**src/rtl/pwm_shadow_reg_bank_pkg.sv**
```systemverilog
// Shared types for the PWM shadow/active compare-register bank.
// Carries the on/off and update-mode enums plus the event qualifier used by the divider.
package pwm_shadow_reg_bank_pkg;

  localparam int unsigned PWMCOUNT_WIDTH = 16;

  typedef enum logic {
    PWM_OFF = 1'b0,
    PWM_ON  = 1'b1
  } _pwm_onoff;

  typedef enum logic [1:0] {
    UPD_ZERO  = 2'd0,
    UPD_PEAK  = 2'd1,
    UPD_BOTH  = 2'd2,
    UPD_IMMED = 2'd3
  } _upd_mode;

  // Simultaneous zero/peak pulses in UPD_BOTH collapse into a single event.
  function automatic logic qualify_event(_upd_mode mode, logic evt_zero, logic evt_peak);
    logic q;
    q = 1'b0;
    case (mode)
      UPD_ZERO:  q = evt_zero;
      UPD_PEAK:  q = evt_peak;
      UPD_BOTH:  q = evt_zero | evt_peak;
      UPD_IMMED: q = 1'b1;
      default:   q = 1'b0;
    endcase
    return q;
  endfunction

endpackage

```
**src/rtl/pwm_shadow_reg_bank_if.sv**
```systemverilog
// Shadow-write bus from the register file into the PWM compare bank.
// The register file drives it through master; the bank samples it through slave.
interface pwm_shadow_reg_bank_if
  import pwm_shadow_reg_bank_pkg::*;
#(
  parameter int unsigned N_CH  = 8,
  parameter int unsigned WIDTH = PWMCOUNT_WIDTH
);
  localparam int unsigned CH_W = (N_CH > 1) ? $clog2(N_CH) : 1;

  logic             wr_en;
  logic [CH_W-1:0]  wr_ch;
  logic [WIDTH-1:0] wr_data;

  modport master (
    output wr_en,
    output wr_ch,
    output wr_data
  );

  modport slave (
    input wr_en,
    input wr_ch,
    input wr_data
  );

endinterface

```
**src/rtl/pwm_shadow_reg_bank_event_divider.sv**
```systemverilog
// Commit-event decimator: qualifies carrier events by mode and fires on every (evt_div+1)-th one.
// A mode change restarts the count; PWM_OFF holds the count at zero.
module pwm_event_divider
  import pwm_shadow_reg_bank_pkg::*;
#(
  parameter int unsigned DIV_W = 4
) (
  input  logic             clk,
  input  logic             reset,
  input  _pwm_onoff        pwm_onoff,
  input  _upd_mode         upd_mode,
  input  logic             evt_zero,
  input  logic             evt_peak,
  input  logic [DIV_W-1:0] evt_div,
  output logic             fire,
  output logic [DIV_W-1:0] cnt
);

  _upd_mode         mode_q;
  logic [DIV_W-1:0] cnt_q;
  logic [DIV_W-1:0] cnt_d;
  logic             q_evt;
  logic             mode_chg;

  assign q_evt    = qualify_event(upd_mode, evt_zero, evt_peak);
  assign mode_chg = (upd_mode != mode_q);
  assign cnt      = cnt_q;

  // A ratio lowered below the current count lets the counter roll over naturally without firing.
  always_comb begin
    cnt_d = cnt_q;
    fire  = 1'b0;
    if (pwm_onoff == PWM_OFF) begin
      cnt_d = '0;
    end else if (mode_chg) begin
      cnt_d = '0;
    end else if (q_evt) begin
      if (cnt_q == evt_div) begin
        fire  = 1'b1;
        cnt_d = '0;
      end else begin
        cnt_d = cnt_q + 1'b1;
      end
    end
  end

  // The mode register tracks its input during reset so leaving reset is not seen as a mode change.
  always_ff @(posedge clk) begin
    if (reset) begin
      cnt_q  <= '0;
      mode_q <= upd_mode;
    end else begin
      cnt_q  <= cnt_d;
      mode_q <= upd_mode;
    end
  end

endmodule

```
**src/rtl/pwm_shadow_reg_bank.sv**
```systemverilog
// Multi-channel shadow/active register bank for PWM compare values.
// Shadows are written by the register file; active values update atomically on a commit.
module pwm_shadow_reg_bank
  import pwm_shadow_reg_bank_pkg::*;
#(
  parameter int unsigned N_CH  = 8,
  parameter int unsigned WIDTH = PWMCOUNT_WIDTH,
  parameter int unsigned DIV_W = 4
) (
  input  logic                  clk,
  input  logic                  reset,
  input  _pwm_onoff             pwm_onoff,
  input  _upd_mode              upd_mode,
  input  logic                  evt_zero,
  input  logic                  evt_peak,
  input  logic [DIV_W-1:0]      evt_div,
  input  logic                  lock,
  pwm_shadow_reg_bank_if.slave  wr,
  output logic [N_CH*WIDTH-1:0] active_out,
  output logic [N_CH-1:0]       pending,
  output logic                  commit
);

  logic [WIDTH-1:0] shadow_q [N_CH];
  logic [WIDTH-1:0] shadow_d [N_CH];
  logic [WIDTH-1:0] active_q [N_CH];
  logic [WIDTH-1:0] active_d [N_CH];
  logic [N_CH-1:0]  pending_q;
  logic [N_CH-1:0]  pending_d;
  logic             commit_q;
  logic             commit_d;
  logic             fire;
  logic [DIV_W-1:0] evt_cnt;
  logic             wr_ok;

  pwm_event_divider #(
    .DIV_W (DIV_W)
  ) u_div (
    .clk       (clk),
    .reset     (reset),
    .pwm_onoff (pwm_onoff),
    .upd_mode  (upd_mode),
    .evt_zero  (evt_zero),
    .evt_peak  (evt_peak),
    .evt_div   (evt_div),
    .fire      (fire),
    .cnt       (evt_cnt)
  );

  assign wr_ok = wr.wr_en && (32'(wr.wr_ch) < N_CH);

  // Active copies the pre-write shadow; a same-cycle write re-arms its pending bit after the clear.
  always_comb begin
    shadow_d  = shadow_q;
    active_d  = active_q;
    pending_d = pending_q;
    commit_d  = (pwm_onoff == PWM_OFF) | (fire & ~lock);
    if (commit_d) begin
      active_d  = shadow_q;
      pending_d = '0;
    end
    if (wr_ok) begin
      shadow_d[wr.wr_ch]  = wr.wr_data;
      pending_d[wr.wr_ch] = 1'b1;
    end
  end

  always_ff @(posedge clk) begin
    if (reset) begin
      for (int unsigned k = 0; k < N_CH; k++) begin
        shadow_q[k] <= '0;
        active_q[k] <= '0;
      end
      pending_q <= '0;
      commit_q  <= 1'b0;
    end else begin
      shadow_q  <= shadow_d;
      active_q  <= active_d;
      pending_q <= pending_d;
      commit_q  <= commit_d;
    end
  end

  for (genvar k = 0; k < N_CH; k++) begin : g_pack
    assign active_out[k*WIDTH +: WIDTH] = active_q[k];
  end

  assign pending = pending_q;
  assign commit  = commit_q;

endmodule

```
**src/flat_wrapper.sv**
```systemverilog
// flat-port wrapper written by rule: the top's interface ports become plain ports
module pwm_shadow_reg_bank_flat import pwm_shadow_reg_bank_pkg::*;
#(
  parameter int unsigned N_CH  = 8,
  parameter int unsigned WIDTH = PWMCOUNT_WIDTH,
  parameter int unsigned DIV_W = 4
)
  (clk, reset, pwm_onoff, upd_mode, evt_zero, evt_peak, evt_div, lock, active_out, pending, commit, wr_wr_en, wr_wr_ch, wr_wr_data);
  pwm_shadow_reg_bank_if #(.N_CH(N_CH), .WIDTH(WIDTH)) wr_i ();
  input  logic clk;
  input  logic reset;
  input  _pwm_onoff pwm_onoff;
  input  _upd_mode upd_mode;
  input  logic evt_zero;
  input  logic evt_peak;
  input  logic [DIV_W-1:0] evt_div;
  input  logic lock;
  output logic [N_CH*WIDTH-1:0] active_out;
  output logic [N_CH-1:0] pending;
  output logic commit;
  input wire logic [$bits(wr_i.wr_en)-1:0] wr_wr_en;
  input wire logic [$bits(wr_i.wr_ch)-1:0] wr_wr_ch;
  input wire logic [$bits(wr_i.wr_data)-1:0] wr_wr_data;
  assign wr_i.wr_en = wr_wr_en;
  assign wr_i.wr_ch = wr_wr_ch;
  assign wr_i.wr_data = wr_wr_data;
  pwm_shadow_reg_bank #(.N_CH(N_CH), .WIDTH(WIDTH), .DIV_W(DIV_W)) u_core (.clk(clk), .reset(reset), .pwm_onoff(pwm_onoff), .upd_mode(upd_mode), .evt_zero(evt_zero), .evt_peak(evt_peak), .evt_div(evt_div), .lock(lock), .wr(wr_i), .active_out(active_out), .pending(pending), .commit(commit));
endmodule
```
**config.mk**
```make
export PLATFORM = sky130hd
export DESIGN_NAME = pwm_shadow_reg_bank_flat
export DESIGN_NICKNAME = d
export VERILOG_FILES = /design/src/rtl/pwm_shadow_reg_bank_pkg.sv /design/src/rtl/pwm_shadow_reg_bank_if.sv /design/src/rtl/pwm_shadow_reg_bank_event_divider.sv /design/src/rtl/pwm_shadow_reg_bank.sv /design/src/flat_wrapper.sv
export SDC_FILE = /design/constraint.sdc
export NUM_CORES = 1
export LEC_CHECK = 0
export BUFFER_PORTS_ARGS = -buffer_cell sky130_fd_sc_hd__clkbuf_2
export CORE_MARGIN = 5
export CORE_UTILIZATION = 25
export CTS_CLUSTER_DIAMETER = 100
export CTS_CLUSTER_SIZE = 12
export DETAILED_ROUTE_END_ITERATION = 8
export PLACE_DENSITY_LB_ADDON = 0.08
export SKIP_LAST_GASP = 1
export SLEW_MARGIN = 0
export SYNTH_ARGS = -nofsm -noshare
export SYNTH_HDL_FRONTEND = slang
export SYNTH_SLANG_ARGS = --single-unit
```
**constraint.sdc**
```tcl
create_clock -name clk -period 2.25 [get_ports clk]
set_clock_uncertainty 0.2 [all_clocks]
set_input_delay 0.45 -clock clk [delete_from_list [all_inputs] [get_ports clk]]
set_output_delay 0.45 -clock clk [all_outputs]
set_load 0.005 [all_outputs]
```
==> reports/results.md, run 1 <==
| Quantity | Reported |
| --- | --- |
| Starting DRC count in detailed routing | 973 |
| Data required time at the worst endpoint | 2.49 ns |
| RSZ-0062 raised after global routing | yes |
| Internal power | 7.45 mW |
| Critical path's most frequent cell | buf_12 |
| Type of the worst setup path | input pin to flop |
| Ports placed on the boundary | 169 |
| Switching Fraction | 28.0% |
| Highest clock frequency the design can meet | 458 MHz |
| Overall power after layout | 10.3 mW |
| Warnings from Yosys | 0 |
| Launching element type of the critical path | input pin |
| Die outline area | 60700 sq um |
| Clk network pwr share | 40.5% |
| Sequential power share | 47.9% |
| DRC | 0 |
| IO buf count | 168 |
| Number of failing hold endpoints at the final stage | 0 |
| Area added between synthesis and finish | 18.9% |
| Via/cell ratio | 4.99 |
| Initial core utilization | 25.3% |
| Yosys reg bits | 271 |
| CTS tree | built |
| Overall Global Routing Usage | 17.9% |
| Die boundary width | 246 um |
| Static Leak | 6.04 nW |
| DR vias | 13824 |
| Post-detailed-route wirelength per cell | 20.2 um |
| Core area | 55200 sq um |
| Status | finished, final reports clean |
| Via count of the first global-routing pass | 13301 |
| Maximum fanout encountered on the critical timing path | 49 |
| Filler cells | 6047 |
| Wire length after detailed routing | 56.0 mm |
| Clock tree sinks | 271 |
| Largest voltage drop on the vdd net | 0.503 mV |
| Rel. slew slack | 57.5% |
| Number of buffers created by CTS | 26 |
| Number of antenna violations at the first check in global routing | 1 |
| Cells along the critical path | dlygate4sd3_1, clkbuf_2, xor2_1, or3_4, buf_12, buf_12, a21oi_1, nand3_1 |
| Sequential share of the synthesized area | 38.8% |
| CP top delay family | buffers and inverters |
| Fraction of the cycle the final worst path needs | 96.9% |
| Combinational share of power | 11.6% |
| Number of nets in the synthesized netlist | 1996 |
| Synthesized cell area | 14000 sq um |
| Clock root buffer | clkbuf_16 |
| NetSw | 2.89 mW |
| Number of max-cap violations | 0 |
| # nets final | 2055 |
| Crit-path max cell delay | 0.54 ns |
| Proportion of layout cells with a drive suffix above 1 | 15.7% |
| Number of iterations in the first detailed-routing pass | 5 |
| Endpoint kind of the worst setup timing path | flop |
| Worst endpoint data arrival time | 2.42 ns |
| Final estimated routing congestion in global placement | 0.717 |
| Final count of pins violating max slew | 0 |
| Post-DP HPWL | 33.3 mm |
| Count of distinct cell types in the synthesized netlist | 28 |
| Number of buffers between clock root and the deepest sink | 3 |
| Remaining antenna violation count after routing | 0 |
| Post-CTS repair timing setup buffer count | 0 |
| Cell at the slowest stage of the critical path | dlygate4sd3_1 |
| Clock period minus final worst setup slack | 2.18 ns |
| Number of antenna cells inserted | 0 |
| Pin count of the biggest net entering global routing | 78 |
| Total congestion overflow | 0 |
| DIE HEIGHT | 246 um |
| Clock transition at the registers of the reported paths | 0.07 ns |
| Gate count after technology mapping | 1963 |
| Count of endpoints failing setup in the final report | 0 |
| Pin slew with the least headroom to its limit | 0.637 ns |
| Setup slack after layout | 0.0689 ns |
| Number of buffer and inverter stages on the critical path | 4 |
| H-tree levels | 1 |
| Type of the tightest min-delay check | input pin to flop |
| Total power per unit cell area | 623 nW/um^2 |
| Clock latency on the worst-skew pair | 0.56 ns |
| Global-route wire length before repair | 84.9 mm |
| Post-Place Worst Slack | 0.0386 ns |
| Floorplan row count | 86 |
| Mean cell area of the mapped netlist | 7.11 sq um |
[flip-flops by register name, summed over array words and instances (netlist names)]
name,count
u_core.pending,8
u_core.shadow_q,128
u_core.active_out,128
u_core.u_div.cnt,4
u_core.u_div.mode_q,2
u_core.commit,1
[layer usage]
metal	track usage (%)	share of wire, %	wire length (um)	up-vias
met5	0	0.012	7	-
met4	3.50	1.8	1030	2
met3	3.20	4.8	2710	51
met2	28.6	45	25200	274
met1	25.5	48	27100	6677
li1	-	-	-	6820
[layout make-up]
class	instances	area (sq um)	share of cell area (%)
clock inverter	1	30.0	0.181
clock buffer	28	679	4.09
multi-input combinational	1480	7680	46.2
timing repair buffer	243	1860	11.2
tap	748	936	5.64
sequential	271	5430	32.7
[layout by cell type, fill, tap and decap left out, drive strengths merged]
cell	synthesis	final
nand2	391	391
dfxtp	271	271
a21oi	266	266
clkbuf	148	195
nor2	139	139
nand3	134	134
nor2b	131	131
nand4	130	130
nor3b	130	130
o21ai	129	129
buf	64	74
o311ai	8	8
xnor2	7	7
nor3	4	4
nand2b	3	3
xor2	2	2
dlygate4sd3	0	2
nor4b	1	1
a211oi	1	1
and4	1	1
or2	1	1
or3	1	1
ha	1	1
bufinv	0	1
[power groups by stage]
stage,logic [mW],registers (mW),clock network [mW]
after floorplan,0.650,5.04,0
after global placement,1.21,5.06,0
after detailed placement,1.21,5.06,0
after CTS,1.21,4.95,4.39
after global routing,1.30,4.96,4.57
final,1.20,4.95,4.19
[Yosys cell counts, drive strengths merged]
cell type	instances	area share (%)
and4	1	0.063
dfxtp	271	39
nand2	391	11
nor3b	130	7.0
clkbuf	148	4.0
buf	64	2.4
a21oi	266	11
nand2b	3	0.13
a211oi	1	0.090
or3	1	0.045
ha	1	0.090
nor3	4	0.18
xnor2	7	0.44
nor4b	1	0.063
nor2b	131	5.9
nor2	139	3.7
nand3	134	4.8
o21ai	129	4.6
o311ai	8	0.50
or2	1	0.045
xor2	2	0.13
nand4	130	5.8
[metrics by stage]
step / TNS, ns / std cells / utilization, % / hold WS, ns / instance area [sq um]
6_report: 0 / 2771 / 30.1 / 0.0895 / 16600
5_1_grt: -0.00859 / 2771 / 30.1 / 0.0630 / 16600
4_1_cts: 0 / 2771 / 30.1 / 0.0523 / 16600
3_5_place_dp: 0 / 2740 / 28.8 / 0.253 / 15900
3_3_place_gp: 0 / 2740 / 28.8 / 0.247 / 15900
2_1_floorplan: 0 / 1963 / - / 0.240 / 14000
[path summary, 6_finish.rpt]
path	slack [ns]	end	from	cells after the start
setup / recovery	0.07	u_core.active_out[53]$_SDFFE_PP0P_	upd_mode[1]	8
hold / removal	0.09	u_core.shadow_q[35]$_SDFFE_PP0P_	reset	2
setup reg to reg	0.33	u_core.active_out[55]$_SDFFE_PP0P_	u_core.u_div.cnt[0]$_SDFFE_PP0N_	5
hold reg to reg	0.26	u_core.shadow_q[74]$_SDFFE_PP0P_	u_core.shadow_q[74]$_SDFFE_PP0P_	2
[what timing repair did]
action	4_1_cts	5_1_grt
hold endpoints to repair	2	0
resized for setup	0	1
hold buffers	2	0
setup endpoints to repair	0	52
[cells by family (layout without fill, tap and decap cells)]
family / after synthesis / count (layout) / synth area share [%]
AOI/OAI and AO/OA: 404 / 404 / 15.8
xor gates and xnor gates: 9 / 9 / 0.564
adders and majority gates: 1 / 1 / 0.0896
buffers and inverters: 212 / 272 / 6.38
DFF: 271 / 271 / 38.8
and+or+nand+nor: 1066 / 1066 / 38.3
Note: power is estimated with default switching activity, not from simulation.
==> run 2, diff against run 1 <==
--- a/config.mk
+++ b/config.mk
@@ -11,9 +11,11 @@
 export CTS_CLUSTER_DIAMETER = 100
 export CTS_CLUSTER_SIZE = 12
 export DETAILED_ROUTE_END_ITERATION = 8
+export GPL_ROUTABILITY_DRIVEN = 0
 export PLACE_DENSITY_LB_ADDON = 0.08
 export SKIP_LAST_GASP = 1
 export SLEW_MARGIN = 0
 export SYNTH_ARGS = -nofsm -noshare
 export SYNTH_HDL_FRONTEND = slang
+export SYNTH_HIERARCHICAL = 1
 export SYNTH_SLANG_ARGS = --single-unit
==> reports/results.md, run 2 <==
| Quantity | Reported | Change |
| --- | --- | --- |
| Status | finished, final reports clean |  |
| # nets final | 1382 | -33% |
| Primary flip-flop cell chosen by synthesis mapping | dfxtp_1 |  |
| Number of buffers created by CTS | 26 | unchanged |
| Post-CTS repair timing setup buffer count | 0 | unchanged |
| DRC | 0 | unchanged |
| Starting DRC count in detailed routing | 634 | -35% |
| Combinational family with the most area after synthesis | simple AND/OR/NAND/NOR gates |  |
| Total congestion overflow | 0 | unchanged |
| Maximum fanout encountered on the critical timing path | 20 | -59% |
| Pin slew with the least headroom to its limit | 0.568 ns | -0.0688 ns |
| Via count of the first global-routing pass | 8562 | -36% |
| Area share of and/or/nand/nor cells after synthesis | 29.8% | -8.5 points |
| Sequential power share | 51.6% | +3.7 points |
| Area occupied by registers | 5430 sq um | unchanged |
| H-tree levels | 1 | unchanged |
| Post-detailed-route wirelength per cell | 19.6 um | -3.0% |
| Share of the synthesized area in the top cell type | 50.6% | +12 points |
| Hold-critical path depth | 2 | unchanged |
| Worst endpoint data arrival time | 2.31 ns | -0.11 ns |
| Post-DP HPWL | 22.3 mm | -33% |
| Fraction of the cycle the final worst path needs | 93.5% | -3.4 points |
| Rel. slew slack | 62.1% | +4.6 points |
| Top area cells in the synthesized netlist | dfxtp_1 (51%), nand4b_1 (11%), nand2_1 (9.1%) |  |
| Core area | 42100 sq um | -24% |
| CTS tree | built |  |
| Warnings from Yosys | 6 | +6 |
| Most frequent cells after synthesis | dfxtp_1 (271), nand2_1 (260), nand4b_1 (131) |  |
| End point of the worst hold path | u_core/shadow_q[19]$_SDFFE_PP0P_ |  |
| Combinational share of power | 6.9% | -4.7 points |
| RSZ-0062 raised after global routing | no |  |
| DR vias | 9001 | -35% |
| Global-route wire length before repair | 55.8 mm | -34% |
| Number of enable-type register cells in the synthesized netlist | 0 | unchanged |
| Clk network pwr share | 41.5% | +1.0 points |
| Endpoint kind of the worst setup timing path | flop |  |
| Ports placed on the boundary | 169 | unchanged |
| Async SR Flop Fraction | 0% | unchanged |
| Count of endpoints failing setup in the final report | 0 | unchanged |
| Number of iterations in the first detailed-routing pass | 5 | unchanged |
| XOR/XNOR share of the synthesized area | 0.490% | -0.074 points |
| Most common cell after layout, fill and taps aside | dfxtp_1 |  |
| Floorplan row count | 75 | -13% |
| Clock root buffer | clkbuf_16 |  |
| Proportion of layout cells with a drive suffix above 1 | 18.9% | +3.2 points |
| Cell with the most instances after synthesis | dfxtp_1 |  |
| NetSw | 2.32 mW | -20% |
| Mean cell area of the mapped netlist | 8.66 sq um | +22% |
| Type of the worst setup path | input pin to flop |  |
| Static Leak | 4.50 nW | -25% |
| Largest voltage drop on the vdd net | 0.499 mV | -0.77% |
| DIE HEIGHT | 217 um | -12% |
| Overall Global Routing Usage | 15.1% | -2.8 points |
| Worst r2r dst | u_core/pending[1]$_SDFF_PP0_ |  |
| Launching element type of the critical path | input pin |  |
| Number of antenna violations at the first check in global routing | 3 | +2 |
| Overall power after layout | 9.53 mW | -7.9% |
| Total power per unit cell area | 740 nW/um^2 | +19% |
| Reg-to-Reg Start | u_core/u_div/cnt[2]$_SDFFE_PP0P_ |  |
| Number of buffers between clock root and the deepest sink | 3 | unchanged |
| Initial core utilization | 25.4% | +0.14 points |
| Area added between synthesis and finish | 20.1% |  |
| Commonest cells after routing, fill and taps aside | dfxtp_1 (271), nand2_1 (260), clkbuf_2 (166), nand4b_1 (131), a21oi_1 (130) |  |
| Pin count of the biggest net entering global routing | 98 | +26% |
| Number of nets in the synthesized netlist | 1271 | -36% |
| Clock period minus final worst setup slack | 2.10 ns | -0.0762 ns |
| Clock transition at the registers of the reported paths | 0.06 ns | about the same |
| Clock latency on the worst-skew pair | 0.54 ns | -0.02 ns |
| Type of the tightest min-delay check | input pin to flop |  |
| Synthesized cell area | 10700 sq um | -23% |
| Die outline area | 47100 sq um | -22% |
| Reg-to-reg setup timing slack | 0.28 ns | -0.05 ns |
| Yosys reg bits | 271 | unchanged |
| Gate count after technology mapping | 1238 | -37% |
| Sequential share of the synthesized area | 50.6% | +12 points |
| Wire length after detailed routing | 37.0 mm | -34% |
| Most area-hungry cell type in the Yosys netlist | dfxtp_1 |  |
| Clock tree sinks | 271 | unchanged |
| Highest clock frequency the design can meet | 475 MHz | +3.6% |
| Share of synthesized cell area in full adder, half adder and majority cells | 0.117% | +0.027 points |
| IO buf count | 168 | unchanged |
| Number of cell instances on the worst register-to-register path | 8 | +3 |
| Top sig layer | met5 |  |
| Critical Path Start | upd_mode[1] |  |
| Multiplexer area fraction after synthesis | 0.140% | +0.14 points |
| Complex-gate fraction of the synthesized area | 12.9% | -3.0 points |
| Via/cell ratio | 4.76 | -4.5% |
| Number of max-cap violations | 0 | unchanged |
| Multi-input gate area | 4670 sq um | -39% |
| Worst Hold Slack | 0.153 ns | +0.0635 ns |
| M1 wire length | 18.3 mm | -32% |
| Remaining antenna violation count after routing | 0 | unchanged |
| Amount of wire on met2 after detailed routing | 16.6 mm | -34% |
| Data required time at the worst endpoint | 2.46 ns | -0.03 ns |
| Wire length on met3 | 1.60 mm | -41% |
| Number of failing hold endpoints at the final stage | 0 | unchanged |
| Die boundary width | 217 um | -12% |
| Count of distinct cell types in the synthesized netlist | 32 | +14% |
| Filler cells | 4557 | -25% |
| Switching Fraction | 24.3% | -3.6 points |
| Final count of pins violating max slew | 0 | unchanged |
| Critical hold path startpoint | reset |  |
| Internal power | 7.21 mW | -3.2% |
## run 2: changes by cell type after synthesis, moves of 16 or more
| cell | change |
|---|---|
| nor2_1 | -130 |
| nand4_1 | -128 |
| nor2b_1 | -131 |
| buf_4 | +16 |
| nand3_1 | -130 |
| nand2b_1 | +126 |
| nor3b_1 | -129 |
| a21oi_2 | -40 |
| nand4b_1 | +131 |
| nand2_1 | -131 |
| a21oi_1 | -96 |
| clkbuf_1 | -74 |
## run 2: kinds of logic (layout without fill, tap and decap cells)
family	after synthesis	in the layout
compound gates	270	270
xor+xnor	6	6
fa+ha+maj	1	1
buf+inv	135	246
flops	271	271
mux	1	1
other cells	0	1
simple gates	554	554
## run 2: worst max-delay path by stage
stage	cells past startpoint	slack, ns	end
finish	10	0.15	u_core/pending[1]$_SDFF_PP0_
floorplan	8	-0.009	u_core/active_out[100]$_SDFFE_PP0P_
CTS	10	0.09	u_core/pending[1]$_SDFF_PP0_
global route	10	0.04	u_core/pending[4]$_SDFF_PP0_
global placement	8	-0.07	u_core/active_out[6]$_SDFFE_PP0P_
detailed placement	8	-0.08	u_core/active_out[8]$_SDFFE_PP0P_
## run 2: repair_timing
action | in CTS | in global routing
hold buffers | 2 | 0
endpoints found under the hold margin | 2 | 0
endpoints found under the setup margin | 0 | 35
resized for setup | 0 | 1
## run 2: stage by stage
stage	instance area [sq um]	setup TNS [ns]	utilization, %	std cells	worst slack [ns]
after floorplan	10700	-0.689	-	1238	-0.00861
after global placement	12200	-2.30	28.9	1858	-0.0682
after detailed placement	12200	-4.35	28.9	1858	-0.0833
after CTS	12900	0	30.5	1888	0.0881
after global routing	12900	0	30.5	1888	0.0385
final	12900	0	30.5	1889	0.145
## run 2: per-layer routing
metal	up-vias	track usage, %
met1	4360	22.3
met2	168	23.3
met3	35	2.54
li1	4432	-
met5	-	0
met4	6	2.91
## run 2: worst max-delay path: stages
cell	delay, ns
dlygate4sd3_1	0.54
clkbuf_2	0.12
xnor2_1	0.14
nand3_1	0.11
nor3_2	0.24
nand2b_4	0.12
buf_12	0.18
buf_4	0.17
a31oi_1	0.16
nor2_1	0.05
## run 2: layout make-up
type	count	share of cell area [%]
sequential	271	42.2
multi-input combinational	832	36.3
timing repair buffer	217	11.0
clock buffer	27	5.25
tap	539	5.24
clock inverter	1	0.0583
inverter	1	0.0292
antenna	1	0.0194
## run 2: power groups by stage
stage	logic, mW	registers (mW)	clock network [mW]
floorplan	0.389	5.02	0
global placement	0.666	5.02	0
detailed placement	0.666	5.03	0
CTS	0.671	4.92	4.14
global route	0.715	4.92	4.30
finish	0.656	4.92	3.95
